### config.mk
export PLATFORM = sky130hd
export DESIGN_NAME = layer1_accumulator
export DESIGN_NICKNAME = d
export VERILOG_FILES = /design/src/rtl/layer1_accumulator.sv
export SDC_FILE = /design/constraint.sdc
export NUM_CORES = 1
export LEC_CHECK = 0
export ABC_AREA = 1
export BUFFER_PORTS_ARGS = -buffer_cell sky130_fd_sc_hd__buf_2
export CORE_UTILIZATION = 30
export DETAILED_ROUTE_END_ITERATION = 10
export SLEW_MARGIN = 0
export SYNTH_ARGS = -nofsm -noshare
export SYNTH_HDL_FRONTEND = slang
export SYNTH_SLANG_ARGS = --single-unit
### constraint.sdc
create_clock -name clk -period 3.9 [get_ports clk]
set_input_delay 0.195 -clock clk [delete_from_list [all_inputs] [get_ports clk]]
set_output_delay 0.195 -clock clk [all_outputs]
set_load 0.02 [all_outputs]
### src/rtl/layer1_accumulator.sv
// layer1_accumulator: multiply-accumulates unsigned samples against per-node signed weights and emits saturated packed sums.
// Latency: sum_out/trigger appear the cycle after a frame's last accepted beat (EMIT); NUM_INPUTS+1 cycles per frame.
// Backpressure: in_ready is low during reset and for the EMIT cycle. Optional LAYER1_BIAS_EN adds a per-node bias input.
module layer1_accumulator #(
  parameter int NODES      = 2,
  parameter int OUT_W      = 8,
  parameter int IN_W       = 4,
  parameter int W_W        = 4,
  parameter int NUM_INPUTS = 16
) (
  input  logic                   clk,
  input  logic                   reset,
  input  logic                   clear,
`ifdef LAYER1_BIAS_EN
  input  logic [NODES*OUT_W-1:0] bias,
`endif
  input  logic                   in_valid,
  output logic                   in_ready,
  input  logic [IN_W-1:0]        in_data,
  input  logic [NODES*W_W-1:0]   weights,
  output logic [NODES*OUT_W-1:0] sum_out,
  output logic                   trigger,
  output logic                   frame_busy
);

  localparam int CNT_W = $clog2(NUM_INPUTS);
  localparam int ACC_W = IN_W + W_W + 1 + CNT_W;
  localparam logic signed [ACC_W-1:0] SAT_MAX = ACC_W'((1 << (OUT_W - 1)) - 1);
  localparam logic signed [ACC_W-1:0] SAT_MIN = ~SAT_MAX;
  localparam logic [CNT_W-1:0] LAST_CNT = CNT_W'(NUM_INPUTS - 1);

  typedef enum logic {ACCUM, EMIT} state_t;

  state_t                  state;
  logic [CNT_W-1:0]        cnt;
  logic signed [ACC_W-1:0] acc  [NODES];
  logic signed [ACC_W-1:0] prod [NODES];
  logic signed [ACC_W-1:0] init [NODES];
  logic [NODES*OUT_W-1:0]  sat_bus;
  logic [NODES*OUT_W-1:0]  sum_q;
  logic                    accept;
  logic                    emit_ok;

  function automatic logic [OUT_W-1:0] sat(input logic signed [ACC_W-1:0] a);
    if (a > SAT_MAX) return SAT_MAX[OUT_W-1:0];
    if (a < SAT_MIN) return SAT_MIN[OUT_W-1:0];
    return a[OUT_W-1:0];
  endfunction

  // Operands are widened to ACC_W before multiplying so the product is exact.
  always_comb begin
    for (int n = 0; n < NODES; n++) begin
      prod[n] = $signed({{(ACC_W-IN_W){1'b0}}, in_data})
              * $signed({{(ACC_W-W_W){weights[n*W_W+W_W-1]}}, weights[n*W_W +: W_W]});
`ifdef LAYER1_BIAS_EN
      init[n] = {{(ACC_W-OUT_W){bias[n*OUT_W+OUT_W-1]}}, bias[n*OUT_W +: OUT_W]};
`else
      init[n] = '0;
`endif
    end
  end

  always_comb begin
    sat_bus = '0;
    for (int n = 0; n < NODES; n++) begin
      sat_bus[n*OUT_W +: OUT_W] = sat(acc[n]);
    end
  end

  // A clear or reset during EMIT suppresses the pulse and leaves the held sums visible.
  assign emit_ok    = (state == EMIT) && !clear && !reset;
  assign trigger    = emit_ok;
  assign sum_out    = emit_ok ? sat_bus : sum_q;
  assign in_ready   = (state == ACCUM) && !reset;
  assign frame_busy = (state == ACCUM) && (cnt != '0);
  assign accept     = in_valid && in_ready && !clear;

  always_ff @(posedge clk) begin
    if (reset || clear || state == EMIT) begin
      state <= ACCUM;
      cnt   <= '0;
      for (int n = 0; n < NODES; n++) acc[n] <= init[n];
    end else if (accept) begin
      for (int n = 0; n < NODES; n++) acc[n] <= acc[n] + prod[n];
      if (cnt == LAST_CNT) state <= EMIT;
      else                 cnt   <= cnt + 1'b1;
    end

    if (reset)        sum_q <= '0;
    else if (emit_ok) sum_q <= sat_bus;
  end

endmodule

==> flow_metrics.py <==
metrics = {
    "outcome": {
        "outcome": "finished, final reports clean",
    },
    "cts": {
        "path_clk_slew_ns": 0.07,
        "post-cts-setup-buffers": 0,
        "hold_buffers": 0,
        "tritoncts": "done",
        "clkSinkCount": 47,
        "ctsResizeCount": 0,
        "insertion_delay_ns": 0.30,
        "clockBufferDepth": 2,
        "cts-buffers-inserted": 5,
        "cts_root_buf": "clkbuf_16",
        "htreeDepth": 2,
    },
    "global_routing": {
        "grt_max_degree": 21,
        "track_usage_pct": 13.3,
        "grt_pass1_vias": 3313,
        "grt_pass1_wl_um": 15400,
        "grt_remaining_overflow": 0,
        "antenna_found_initial": 0,
    },
    "power_and_ir_drop": {
        "powerDensity_nw_per_um2": 342,
        "p_switching_mw": 0.609,
        "leakage_nw": 2.76,
        "clockPowerShare_pct": 29.5,
        "swShare_pct": 36.2,
        "comb_power_share_pct": 36.4,
        "p_seq_share_pct": 34.1,
        "p_int_mw": 1.07,
        "peakVddDrop_mv": 0.159,
    },
    "floorplan": {
        "num_rows": 43,
        "initial_core_util_pct": 31.2,
        "io_pins": 35,
        "fp.dieH_um": 123,
        "dieArea_um2": 15200,
        "die_w_um": 123,
        "core_um2": 14100,
    },
    "detailed_routing": {
        "final_antenna_net_count": 0,
        "drt_drc_violations_left": 0,
        "drt_iter0_drc": 140,
        "vias": 3504,
        "drt-total-wl_um": 9290,
        "firstDrtPassIters": 4,
        "routedWlPerCell_um": 11.6,
        "vias_per_cell": 4.37,
    },
    "logic_synthesis": {
        "synth_top_area_share_pct": 17.7,
        "netlist_instances": 585,
        "synth-seq-cells": 47,
        "yosysUniqueCellTypes": 26,
        "ys_warn_count": 0,
        "yosys.area.top_type": "edfxtp_1",
        "ys_seq_area_share_pct": 27.3,
        "syn_nets": 685,
        "synthTopCellsByArea": "edfxtp_1, ha_1, nand2_1",
        "syn_area_um2": 4400,
        "syn_area_per_cell_um2": 7.52,
    },
    "hold_path": {
        "worstHoldEndpoint": "cnt[2]$_SDFFE_PP0P_",
        "hp-start": "in_valid",
        "hold_path.class": "in2reg",
        "min_path_cells": 3,
    },
    "setup_path": {
        "end_kind": "flop",
        "worstSetupStartpointType": "flop",
        "rrSetupSlack_ns": 0.64,
        "cp_max_fo": 4,
        "rr_startpoint": "acc[0][3]$_SDFFCE_PN0P_",
        "critical_path_class": "reg2reg",
        "worstPathArrival_ns": 3.32,
        "r2r_end": "acc[0][10]$_SDFFCE_PN0P_",
        "worstPathRequired_ns": 3.96,
        "r2r_cells": 11,
    },
    "final_layout": {
        "antennaDiodeCount": 0,
        "layout-drive-gt1-share_pct": 9.66,
        "layout.nets": 720,
        "syn_to_final_growth_pct": 11.7,
        "stdcell_count": 801,
        "utilization_pct": 34.9,
    },
    "sta": {
        "grt_setup_unrepaired": "no",
        "final_max_slew_viol_count": 0,
        "timing.setup.tns_ns": 0,
        "worst_pin_slew_ns": 0.844,
        "hold_viol": 0,
        "post-route-period-util_pct": 83.6,
        "max_slew_margin_pct": 43.6,
        "fmaxAchievable_ghz": 0.307,
        "clock_skew_ns": 0.00724,
        "finalCriticalPeriod_ns": 3.26,
        "hold_slack_ns": 0.164,
        "finalSetupViolCount": 0,
    },
    "placed_design": {
        "dp_hpwl_um": 7520,
        "portBuffers": 34,
        "gp_congestion": 0.810,
        "dp_cells": 793,
    },
    "flow_run": {
        "cap_violations": 0,
    },
}
-- cell families after synthesis --
kind of cell | share of synthesized area (%)
xor gates and xnor gates | 1.59
DFF | 27.3
adders and majority gates | 27.6
AOI/OAI and AO/OA | 6.23
and+or+nand+nor | 25.8
buffers and inverters | 11.4
-- Yosys cell counts, drive strengths merged --
cell type	count
buf	5
clkinv	1
nand3	25
a21oi	38
dfxtp	21
nand4	1
clkbuf	2
nand2	179
a211oi	1
o21ai	10
fa	22
inv	117
xnor2	5
xor2	3
nor2	67
ha	62
edfxtp	26
-- sequential cells by signal, indices dropped and copies added, names as in the netlist --
signal / cells
cnt: 4
acc: 26
sum_q: 16
state: 1
-- worst max-delay path, cell delays in order, from the launching register on --
cell and delay, ns:
edfxtp_1 0.35, inv_1 0.10, fa_1 0.44, fa_1 0.50, fa_1 0.55, fa_1 0.44, inv_1 0.11, nand3_1 0.07
nand3_1 0.13, nand2_1 0.09, a21oi_1 0.17, nor2_1 0.06
-- stage by stage --
| stage | power, mW | cell area (µm²) | worst slack (ns) |
|---|---|---|---|
| floorplan | 1.06 | 4400 | 0.654 |
| global placement | 1.19 | 4740 | 0.401 |
| detailed placement | 1.20 | 4740 | 0.345 |
| CTS | 1.70 | 4910 | 0.629 |
| global route | 1.83 | 4910 | 0.441 |
| finish | 1.68 | 4910 | 0.640 |
-- placed cells by master (no fill, tap or decap), types with 5 or more instances in the layout --
master and n:
buf_2 34, xnor2_1 5, edfxtp_1 26, nand2_1 175, ha_1 62, clkbuf_16 6, nor2_1 63, nand3_1 25
a21oi_1 32, o21ai_0 6, fa_1 22, inv_1 116, a21oi_2 6, dfxtp_1 21
-- power by group through the flow --
stage	combinational (mW)	clock (mW)	sequential [mW]
detailed placement	0.614	0	0.585
global route	0.727	0.521	0.577
global placement	0.605	0	0.585
floorplan	0.482	0	0.577
CTS	0.619	0.506	0.574
finish	0.613	0.496	0.573
-- metal layers --
layer | vias up | routed length, µm | GRT usage (%)
met4 | 0 | 161 | 4.37
met3 | 10 | 266 | 1.94
met1 | 1570 | 4640 | 17.7
met2 | 46 | 4220 | 22.1
met5 | - | 0 | 0
li1 | 1878 | - | -
-- layout make-up --
cell class | instances | area, µm²
Clock buffer | 7 | 164
Inverter | 118 | 444
Multi-Input combinational cell | 413 | 2700
Tap cell | 180 | 225
Timing Repair Buffer | 35 | 178
Fill cell | 1513 | 9180
Sequential cell | 47 | 1200
Clock inverter | 1 | 5.00
-- worst max-delay path by stage --
| stage | startpoint | to | slack (ns) |
|---|---|---|---|
| global placement | weights[3] | acc[0][9]$_SDFFCE_PN0P_ | 0.40 |
| floorplan | in_data[1] | acc[0][23]$_SDFFCE_PN0P_ | 0.65 |
| detailed placement | weights[7] | acc[0][20]$_SDFFCE_PN0P_ | 0.34 |
| CTS | acc[0][3]$_SDFFCE_PN0P_ | acc[0][10]$_SDFFCE_PN0P_ | 0.63 |
| global route | weights[3] | acc[0][9]$_SDFFCE_PN0P_ | 0.44 |
| finish | acc[0][3]$_SDFFCE_PN0P_ | acc[0][10]$_SDFFCE_PN0P_ | 0.64 |
Power figures use the tool's default switching activity.
